==> src/rtl/pacman_pkg.sv <==
// Shared types for the Pac-Man movement controller: directions, FSM states
// and the reverse-direction helper.
package pacman_pkg;

    localparam int unsigned POS_W  = 11;
    localparam int unsigned HOLD_W = 4;

    typedef enum logic [1:0] {
        DIR_DOWN  = 2'b00,
        DIR_RIGHT = 2'b01,
        DIR_LEFT  = 2'b10,
        DIR_UP    = 2'b11
    } dir_t;

    typedef enum logic {
        NORMAL = 1'b0,
        TRIAL  = 1'b1
    } state_t;

    // The encoding pairs opposites as bitwise complements.
    function automatic dir_t reverse_dir(input dir_t d);
        return dir_t'(~d);
    endfunction

endpackage

==> src/rtl/pacman_pos_step.sv <==
// Combinational one-step position update for Pac-Man.
// Define PACMAN_TUNNEL_WRAP_EN to wrap X through the side tunnel instead of clamping.
module pacman_pos_step
    import pacman_pkg::*;
#(
    parameter int unsigned STEP     = 1,
    parameter int unsigned OBJ_W    = 30,
    parameter int unsigned SCREEN_W = 640
) (
    input  logic [POS_W-1:0] x,
    input  logic [POS_W-1:0] y,
    input  dir_t             dir,
    output logic [POS_W-1:0] next_x_c,
    output logic [POS_W-1:0] next_y_c,
    output logic             clamped_c
);

    localparam logic [POS_W-1:0] STEP_V = POS_W'(STEP);
    localparam logic [POS_W-1:0] X_MAX  = POS_W'(SCREEN_W - OBJ_W);

    logic [POS_W:0] x_plus_c;

    always_comb begin
        next_x_c  = x;
        next_y_c  = y;
        clamped_c = 1'b0;
        x_plus_c  = {1'b0, x} + {1'b0, STEP_V};
        case (dir)
            DIR_DOWN: next_y_c = y + STEP_V;
            DIR_UP:   next_y_c = y - STEP_V;
            DIR_LEFT: begin
                if (x < STEP_V) begin
`ifdef PACMAN_TUNNEL_WRAP_EN
                    next_x_c = X_MAX;
`else
                    next_x_c  = '0;
                    clamped_c = 1'b1;
`endif
                end else begin
                    next_x_c = x - STEP_V;
                end
            end
            DIR_RIGHT: begin
                if (x_plus_c > {1'b0, X_MAX}) begin
`ifdef PACMAN_TUNNEL_WRAP_EN
                    next_x_c = '0;
`else
                    next_x_c  = X_MAX;
                    clamped_c = 1'b1;
`endif
                end else begin
                    next_x_c = x_plus_c[POS_W-1:0];
                end
            end
            default: next_x_c = x;
        endcase
    end

endmodule

==> src/rtl/pacman_move_ctrl.sv <==
// Frame-rate Pac-Man movement controller with turn probing via trial facing.
// Tunnel wrap of X is selected with PACMAN_TUNNEL_WRAP_EN (see pacman_pos_step).
module pacman_move_ctrl
    import pacman_pkg::*;
#(
    parameter int unsigned INIT_X    = 304,
    parameter int unsigned INIT_Y    = 224,
    parameter int unsigned STEP      = 1,
    parameter int unsigned MOVE_DIV  = 1,
    parameter int unsigned OBJ_W     = 30,
    parameter int unsigned SCREEN_W  = 640,
    parameter int unsigned TURN_HOLD = 8
) (
    input  logic             clk,
    input  logic             reset,
    input  logic             startOfFrame,
    input  logic             enable,
    input  logic             pacmanCollisionReq,
    input  logic             dirReqValid,
    input  logic [1:0]       dirReq,
    output logic [POS_W-1:0] topLeftX,
    output logic [POS_W-1:0] topLeftY,
    output logic [1:0]       face_direction,
    output logic             moving
);

    localparam logic [POS_W-1:0]  X_RST     = POS_W'(INIT_X);
    localparam logic [POS_W-1:0]  Y_RST     = POS_W'(INIT_Y);
    localparam logic [HOLD_W-1:0] HOLD_INIT = HOLD_W'(TURN_HOLD);
    localparam logic [HOLD_W-1:0] DIV_LAST  = HOLD_W'(MOVE_DIV - 1);

    state_t            state_q, state_d;
    dir_t              face_q, face_d, saved_q, saved_d, pend_dir_q, pend_dir_d;
    logic [POS_W-1:0]  x_q, x_d, y_q, y_d;
    logic              moving_q, moving_d, blocked_q, blocked_d;
    logic              pend_v_q, pend_v_d;
    logic [HOLD_W-1:0] pend_hold_q, pend_hold_d, div_q, div_d;
    logic [POS_W-1:0]  next_x_c, next_y_c;
    logic              clamped_c, move_c;

    pacman_pos_step #(
        .STEP     (STEP),
        .OBJ_W    (OBJ_W),
        .SCREEN_W (SCREEN_W)
    ) u_pos_step (
        .x         (x_q),
        .y         (y_q),
        .dir       (face_q),
        .next_x_c  (next_x_c),
        .next_y_c  (next_y_c),
        .clamped_c (clamped_c)
    );

    always_ff @(posedge clk or posedge reset) begin
        if (reset) begin
            state_q     <= NORMAL;
            face_q      <= DIR_LEFT;
            saved_q     <= DIR_LEFT;
            x_q         <= X_RST;
            y_q         <= Y_RST;
            moving_q    <= 1'b0;
            blocked_q   <= 1'b0;
            pend_v_q    <= 1'b0;
            pend_dir_q  <= DIR_DOWN;
            pend_hold_q <= '0;
            div_q       <= '0;
        end else begin
            state_q     <= state_d;
            face_q      <= face_d;
            saved_q     <= saved_d;
            x_q         <= x_d;
            y_q         <= y_d;
            moving_q    <= moving_d;
            blocked_q   <= blocked_d;
            pend_v_q    <= pend_v_d;
            pend_dir_q  <= pend_dir_d;
            pend_hold_q <= pend_hold_d;
            div_q       <= div_d;
        end
    end

    // Frame decision; a same-cycle key press lands after the decision.
    always_comb begin
        state_d     = state_q;
        face_d      = face_q;
        saved_d     = saved_q;
        x_d         = x_q;
        y_d         = y_q;
        moving_d    = moving_q;
        pend_v_d    = pend_v_q;
        pend_dir_d  = pend_dir_q;
        pend_hold_d = pend_hold_q;
        div_d       = div_q;
        move_c      = (div_q == '0) && !blocked_q;
        blocked_d   = startOfFrame ? 1'b0 : (blocked_q | pacmanCollisionReq);

        if (startOfFrame && enable) begin
            div_d    = (div_q == DIV_LAST) ? '0 : div_q + HOLD_W'(1);
            moving_d = 1'b0;
            case (state_q)
                NORMAL: begin
                    if (move_c) begin
                        x_d      = next_x_c;
                        y_d      = next_y_c;
                        moving_d = !clamped_c;
                    end
                    if (pend_v_q) begin
                        if (pend_dir_q == face_q) begin
                            pend_v_d = 1'b0;
                        end else if (pend_dir_q == reverse_dir(face_q)) begin
                            face_d   = pend_dir_q;
                            pend_v_d = 1'b0;
                        end else begin
                            saved_d = face_q;
                            face_d  = pend_dir_q;
                            state_d = TRIAL;
                        end
                    end
                end
                TRIAL: begin
                    state_d = NORMAL;
                    if (!blocked_q) begin
                        pend_v_d = 1'b0;
                        if (move_c) begin
                            x_d      = next_x_c;
                            y_d      = next_y_c;
                            moving_d = !clamped_c;
                        end
                    end else begin
                        face_d      = saved_q;
                        pend_hold_d = pend_hold_q - HOLD_W'(1);
                        if (pend_hold_q == HOLD_W'(1)) begin
                            pend_v_d = 1'b0;
                        end
                    end
                end
                default: state_d = NORMAL;
            endcase
        end

        if (dirReqValid) begin
            pend_v_d    = 1'b1;
            pend_dir_d  = dir_t'(dirReq);
            pend_hold_d = HOLD_INIT;
        end
    end

    assign topLeftX       = x_q;
    assign topLeftY       = y_q;
    assign face_direction = face_q;
    assign moving         = moving_q;

endmodule

==> config.mk <==
export PLATFORM = sky130hd
export DESIGN_NAME = pacman_move_ctrl
export DESIGN_NICKNAME = d
export VERILOG_FILES = /design/src/rtl/pacman_pkg.sv /design/src/rtl/pacman_pos_step.sv /design/src/rtl/pacman_move_ctrl.sv
export SDC_FILE = /design/constraint.sdc
export NUM_CORES = 1
export LEC_CHECK = 0
export CAP_MARGIN = 20
export CELL_PAD_IN_SITES_DETAIL_PLACEMENT = 1
export CELL_PAD_IN_SITES_GLOBAL_PLACEMENT = 2
export CORE_MARGIN = 1
export CORE_UTILIZATION = 34
export DETAILED_ROUTE_END_ITERATION = 10
export PLACE_DENSITY = 0.87
export SLEW_MARGIN = 25
export SYNTH_ARGS = -nofsm -noshare
export SYNTH_HDL_FRONTEND = slang
export SYNTH_SLANG_ARGS = --single-unit
==> constraint.sdc <==
create_clock -name clk -period 3.5 [get_ports clk]
set_input_delay 0.35 -clock clk [delete_from_list [all_inputs] [get_ports clk]]
set_output_delay 0.35 -clock clk [all_outputs]
set_load 0.01 [all_outputs]
# == After elaboration in Yosys (flattened, before gate mapping) ==
# Index checks and enable logic that the tools add are counted.
# totals
elab_cells,84
input_bits,8
register_bits,40
output_inout_bits,25
# classes
n_reduce_logical,14
bitwise_logic,5
mux,35
n_eq_ne,11
n_lt_le_gt_ge,2
add_sub_neg,6
# op_table
cell,count
$pmux 11 s2,4
$mux 11,6
$sub 11x1->11 const B,2
$mux 4,5
$add 11x1->12 const B,1
$gt 12x10->1 const B,1
$mux 1,12
$add 11x1->11 const B,1
$lt 11x1->1 const B,1
$pmux 1 s2,4
$mux 2,3
$ne 2x2->1 const B,3
$reduce_bool 2->1,3
$reduce_and 5->1,1
$add 4x1->4 const B,1
$eq 2x2->1,2
$eq 2x2->1 const B,2
$eq 4x1->1 const B,1
$logic_not 4->1,1
$ne 4x3->1 const B,1
$pmux 2 s2,1
$reduce_and 2->1,2
$reduce_and 4->1,1
$sub 4x1->4 const B,1
other kinds (9),13

# == Depth between registers and ports, before layout ==
# logic_depth
depth_word,8
mapped_depth,10
mapped_depth_nobuf,10

# == Modules after synthesis ==
# A second synthesis with hierarchy kept.
# hier_totals
cells_unflattened,333
area_unflattened_um2,3066.7
# by_module_without_submodules
mod,area_each_um2,instances,seq_area_each_um2,cells_each
pacman_move_ctrl,1747.9,1,1011.0,133
pacman_pos_step,1318.8,1,0.0,200

# == Worst setup path before layout ==
# No wires, ideal clock.
# synth_path
path_type,register to register
startpoint,register face_q[1] (netlist: face_direction[1])
endpoint,register y_q[9] (netlist: topLeftY[9])
required_ns,3.364
period_less_slack_ns,2.538
arrival_time_ns,2.403
stages_incl_launch_ff,10
setup_slack_ns,0.962
cell_sequence,dfstp_2 ha_1 ha_1 a21o_1 a21o_1 a211oi_1 o21ai_0 a31oi_1 xor2_1 o21ai_0
# synth_between
elab_chain_cells,5
word_cells_on_any_way,6
cone_classes,eq/ne: 1; mux: 4; reduce/logical: 1
# synth_lines
item,line,source
"start, declared",pacman_move_ctrl.sv:33,"dir_t face_q, face_d, saved_q, saved_d, pend_dir_q, pend_dir_d;"
"start signal, assigned",pacman_move_ctrl.sv:57,face_q <= DIR_LEFT;
"start signal, assigned",pacman_move_ctrl.sv:69,face_q <= face_d;
$eq 2x2->1 / $logic_not 2->1 (equally long branches),pacman_pos_step.sv:28,case (dir)
$pmux 11 s2 (*),pacman_pos_step.sv:28,
$mux 11 (*),"pacman_move_ctrl.sv:102, pacman_move_ctrl.sv:124",
$mux 11,pacman_move_ctrl.sv:122,if (!blocked_q) begin
$pmux 11 s2 (*),pacman_move_ctrl.sv:100,case (state_q)
"end signal, assigned",pacman_move_ctrl.sv:72,y_q <= y_d;
"end, declared",pacman_move_ctrl.sv:34,"logic [POS_W-1:0] x_q, x_d, y_q, y_d;"
# Mark *: on every way between the ends. The rest lies on a longest branch, timed or not. The select of a mux whose other input is x is not followed.
# A chain may end at the register's enable or synchronous reset.

# == Worst setup path after layout ==
# layout_path
startpoint,register face_q[1] (netlist: face_direction[1])
endpoint,register y_q[10] (netlist: topLeftY[10])
# The elaborated chain is that of the path after synthesis.

==> flow_summary_export.csv <==
group,metric,value,unit
sta,hold_violations,0,
sta,finalSetupViolations,0,
logic_synthesis,async_reset_ff_share,100.0,%
clock_network,clkSinkCount,40,
global_route,track_usage,18.26,%
critical_path,rrSetupSlack,0.60,ns
placement,placed_area,0.003262,mm^2
clock_network,cts_hold_buf,0,
critical_path,cp_max_fo,10,
die,die_area,0.008896,mm^2
critical_path,crit_family,"compound AO/OA/AOI/OAI gates",
sta,finalCriticalPeriod,2.900,ns
sta,slew_headroom,43.68,%
power_and_ir_drop,p_seq_share,31.6,%
die,die_h,94.32,um
route,ant_nets,0,
cells_and_area,stdcell_area,0.003395,mm^2
route,wirelength,7.428,mm
worst_hold_path,hold_start,"topLeftY[10]$_DFFE_PP0P_",
global_route,grt_pass1_vias,2662,
run,cap_violations,0,
route,drtPass1Iterations,4,
die,coreArea,0.008217,mm^2
cells_and_area,final_cell_mix,"dfrtp_1 (32), clkdlybuf4s50_1 (32), o21ai_0 (31)",
logic_synthesis,yosysWarnings,0,
sta,clock_skew,0.007719,ns
critical_path,crit_cells,9,
route,drc,0,
worst_hold_path,holdPathStages,1,
logic_synthesis,seq_area_frac_synth,34.89,%
power_and_ir_drop,p_clk_share,17.8,%
global_route,antenna_found_initial,0,
critical_path,cp_num_buf_inv,0,
route,drt-wirelength-per-cell,15.94,um
die,start_util,35.27,%
logic_synthesis,synth_edf_count,0,
sta,finalSetupTns,0,ns
global_route,grt-ovfl-total,0,
clock_network,postCtsResizedCells,0,
power_and_ir_drop,share_comb_of_total_power,50.5,%
worst_hold_path,holdPathEnd,"topLeftY[10]$_DFFE_PP0P_",
global_route,grt_max_degree,23,
placement,dp_cells,458,
logic_synthesis,ys.flop_type,"dfrtp_1",
critical_path,r2r-end,"topLeftY[10]$_DFFE_PP0P_",
sta,slew_viol_final,0,
route,via_per_inst,5.461,
clock_network,clkLatencyLatePin,0.29,ns
logic_synthesis,netlist_area,0.002898,mm^2
outcome,status,"finished clean",
power_and_ir_drop,powerDensity,747.9,mW/mm^2
cells_and_area,drive_gt1_share,9.695,%
cells_and_area,antenna_cells,0,
sta,rsz0062_at_grt,"no",
clock_network,clkTransAtPathRegs,0.08,ns
cells_and_area,num-nets-final,388,
logic_synthesis,syn_inst,339,
critical_path,crit_chain,"ha_1, ha_1, nor2b_1, o31ai_1, a21oi_1, o211ai_1, a21oi_1, nor3b_1, xor2_1",
placement,io_buffers,32,
cells_and_area,ff_latch_area,0.001011,mm^2
logic_synthesis,syn_nets,367,
clock_network,cts_buffers,5,
placement,dp_hpwl,5.489,mm
clock_network,cts_setup_buffers,0,
cells_and_area,final_cells,466,
critical_path,worstSetupStartpointType,"register",
critical_path,cp-end-kind,"register",
placement,gp_congestion,0.7985,
power_and_ir_drop,p_int,1495,uW
logic_synthesis,syn_avg_cell_area,8.548,um^2
cells_and_area,multi_input_area,0.001694,mm^2
critical_path,cp_slowest_cell,"dfstp_2",
clock_network,clock_path_buffers,2,
critical_path,r2r_start,"face_direction[1]$_DFFE_PP1P_",
cells_and_area,post-route-util,41.31,%
critical_path,slowest_delay,0.60,ns
critical_path,cp_data_required_time,3.72,ns
power_and_ir_drop,leakage,0.001416,uW
critical_path,cp_data_arrival_time,3.12,ns
power_and_ir_drop,irDropWorstVdd,0.3709,mV
sta,fmax,344.9,MHz
clock_network,cts_tree,"done",
route,dr.first_iter.drc_count,103,
worst_hold_path,hold_path_class,"reg -> reg",
die,placementRows,33,
cells_and_area,fill_cells,983,
sta,worst_slew_pin_slew,0.8439,ns
critical_path,worstSetupPathType,"reg -> reg",
clock_network,clockRootBuffer,"clkbuf_8",
power_and_ir_drop,p_switching,1044,uW
power_and_ir_drop,swShare,41.11,%
route,num_vias,2545,
global_route,grt_pass1_wl,12.68,mm
die,ios,33,
logic_synthesis,synth.distinct_cells,55,
logic_synthesis,yosys_register_bits,40,
sta,period_share,82.84,%
die,die_x,94.32,um
sta,hold_ws,0.4879,ns
clock_network,htree_levels,2,
cells_and_area,syn2layout_area_growth,17.14,%
critical_path,r2r_cells,9,
[power groups by stage]
stage	logic (uW)	registers, uW	clock network [uW]
after floorplan	925	764	0
after global placement	1260	804	0
after detailed placement	1290	814	0
after CTS	1300	807	475
after global routing	1460	830	487
final	1280	803	453
[cell usage after synthesis (all sizes together) (2+ instances only)]
cell type,number,area (um^2)
nor2,29,108.9
nand2b,3,18.77
mux2,9,101.4
o31ai,7,52.55
and3,3,18.77
a21o,6,45.04
o21ai,32,163.9
nand3,14,70.07
o21a,2,15.01
nor3,12,60.06
a41o,2,20.02
or4,2,18.77
ha,19,237.7
inv,22,82.58
a22oi,3,22.52
dfstp,8,210.2
a21oi,21,108.9
o211ai,2,15.01
xnor2,8,70.07
nand4,2,12.51
o22ai,2,12.51
xor2,9,78.83
nor4b,3,41.29
nor2b,2,12.51
dfrtp,32,800.8
mux2i,2,20.02
a31oi,4,25.02
a211oi,4,30.03
a21boi,4,30.03
nor4,3,18.77
o21bai,3,22.52
clkbuf,9,33.78
buf,12,76.31
nand2,30,112.6
[through the flow]
stage / setup slack [ns] / power (uW)
final: 0.6005 / 2539
after global routing: 0.3124 / 2773
after CTS: 0.5530 / 2583
after detailed placement: 0.6120 / 2107
after global placement: 0.6729 / 2064
after floorplan: 0.9616 / 1689
[state kept, by name, summed over array words and instances, names as in the netlist, 2 cells and up]
signal and cells:
topLeftX 11, topLeftY 11, div_q 4, pend_hold_q 4
face_direction 2, pend_dir_q 2, saved_q 2
[logic make-up (layout without fill, tap and decap cells)]
logic type               after synthesis  in the layout  synth area share [%]
multiplexers                          11             11                 4.188
adder cells (fa/ha/maj)               20             20                 8.895
XOR/XNOR                              17             17                 5.138
buffers and inverters                 43             65                 6.649
flip-flops                            40             40                 34.89
AO/OA/AOI/OAI                         99             99                 21.63
AND/OR/NAND/NOR                      109            109                 18.61
[layer usage]
| layer | vias up | part of all wire [%] | global-route usage, % |
|---|---|---|---|
| met5 | - | 0 | 0 |
| met4 | 0 | 1.3 | 5.128 |
| met3 | 8 | 2.8 | 3.236 |
| met1 | 1253 | 46 | 23.03 |
| li1 | 1242 | - | - |
| met2 | 42 | 50 | 31.76 |
[cell type report]
| type | instances | share of cell area (%) |
|---|---|---|
| clock buffers | 6 | 2.138 |
| clock inverters | 2 | 1.769 |
| inverters | 22 | 2.433 |
| multi-input cells | 256 | 49.91 |
| flip-flops and latches | 40 | 29.78 |
| well taps | 105 | 3.870 |
| repair buffers | 35 | 10.10 |
[how the worst max path moves through the flow]
stage / slack, ns / endpoint / from
3_5_place_dp: 0.61 / topLeftY[9]$_DFFE_PP0P_ / face_direction[1]$_DFFE_PP1P_
2_1_floorplan: 0.96 / topLeftY[9]$_DFFE_PP0P_ / face_direction[1]$_DFFE_PP1P_
6_report: 0.60 / topLeftY[10]$_DFFE_PP0P_ / face_direction[1]$_DFFE_PP1P_
5_1_grt: 0.31 / topLeftY[10]$_DFFE_PP0P_ / face_direction[1]$_DFFE_PP1P_
4_1_cts: 0.55 / topLeftY[10]$_DFFE_PP0P_ / face_direction[1]$_DFFE_PP1P_
3_3_place_gp: 0.67 / topLeftY[9]$_DFFE_PP0P_ / face_direction[1]$_DFFE_PP1P_
Power figures use the tool's default switching activity.
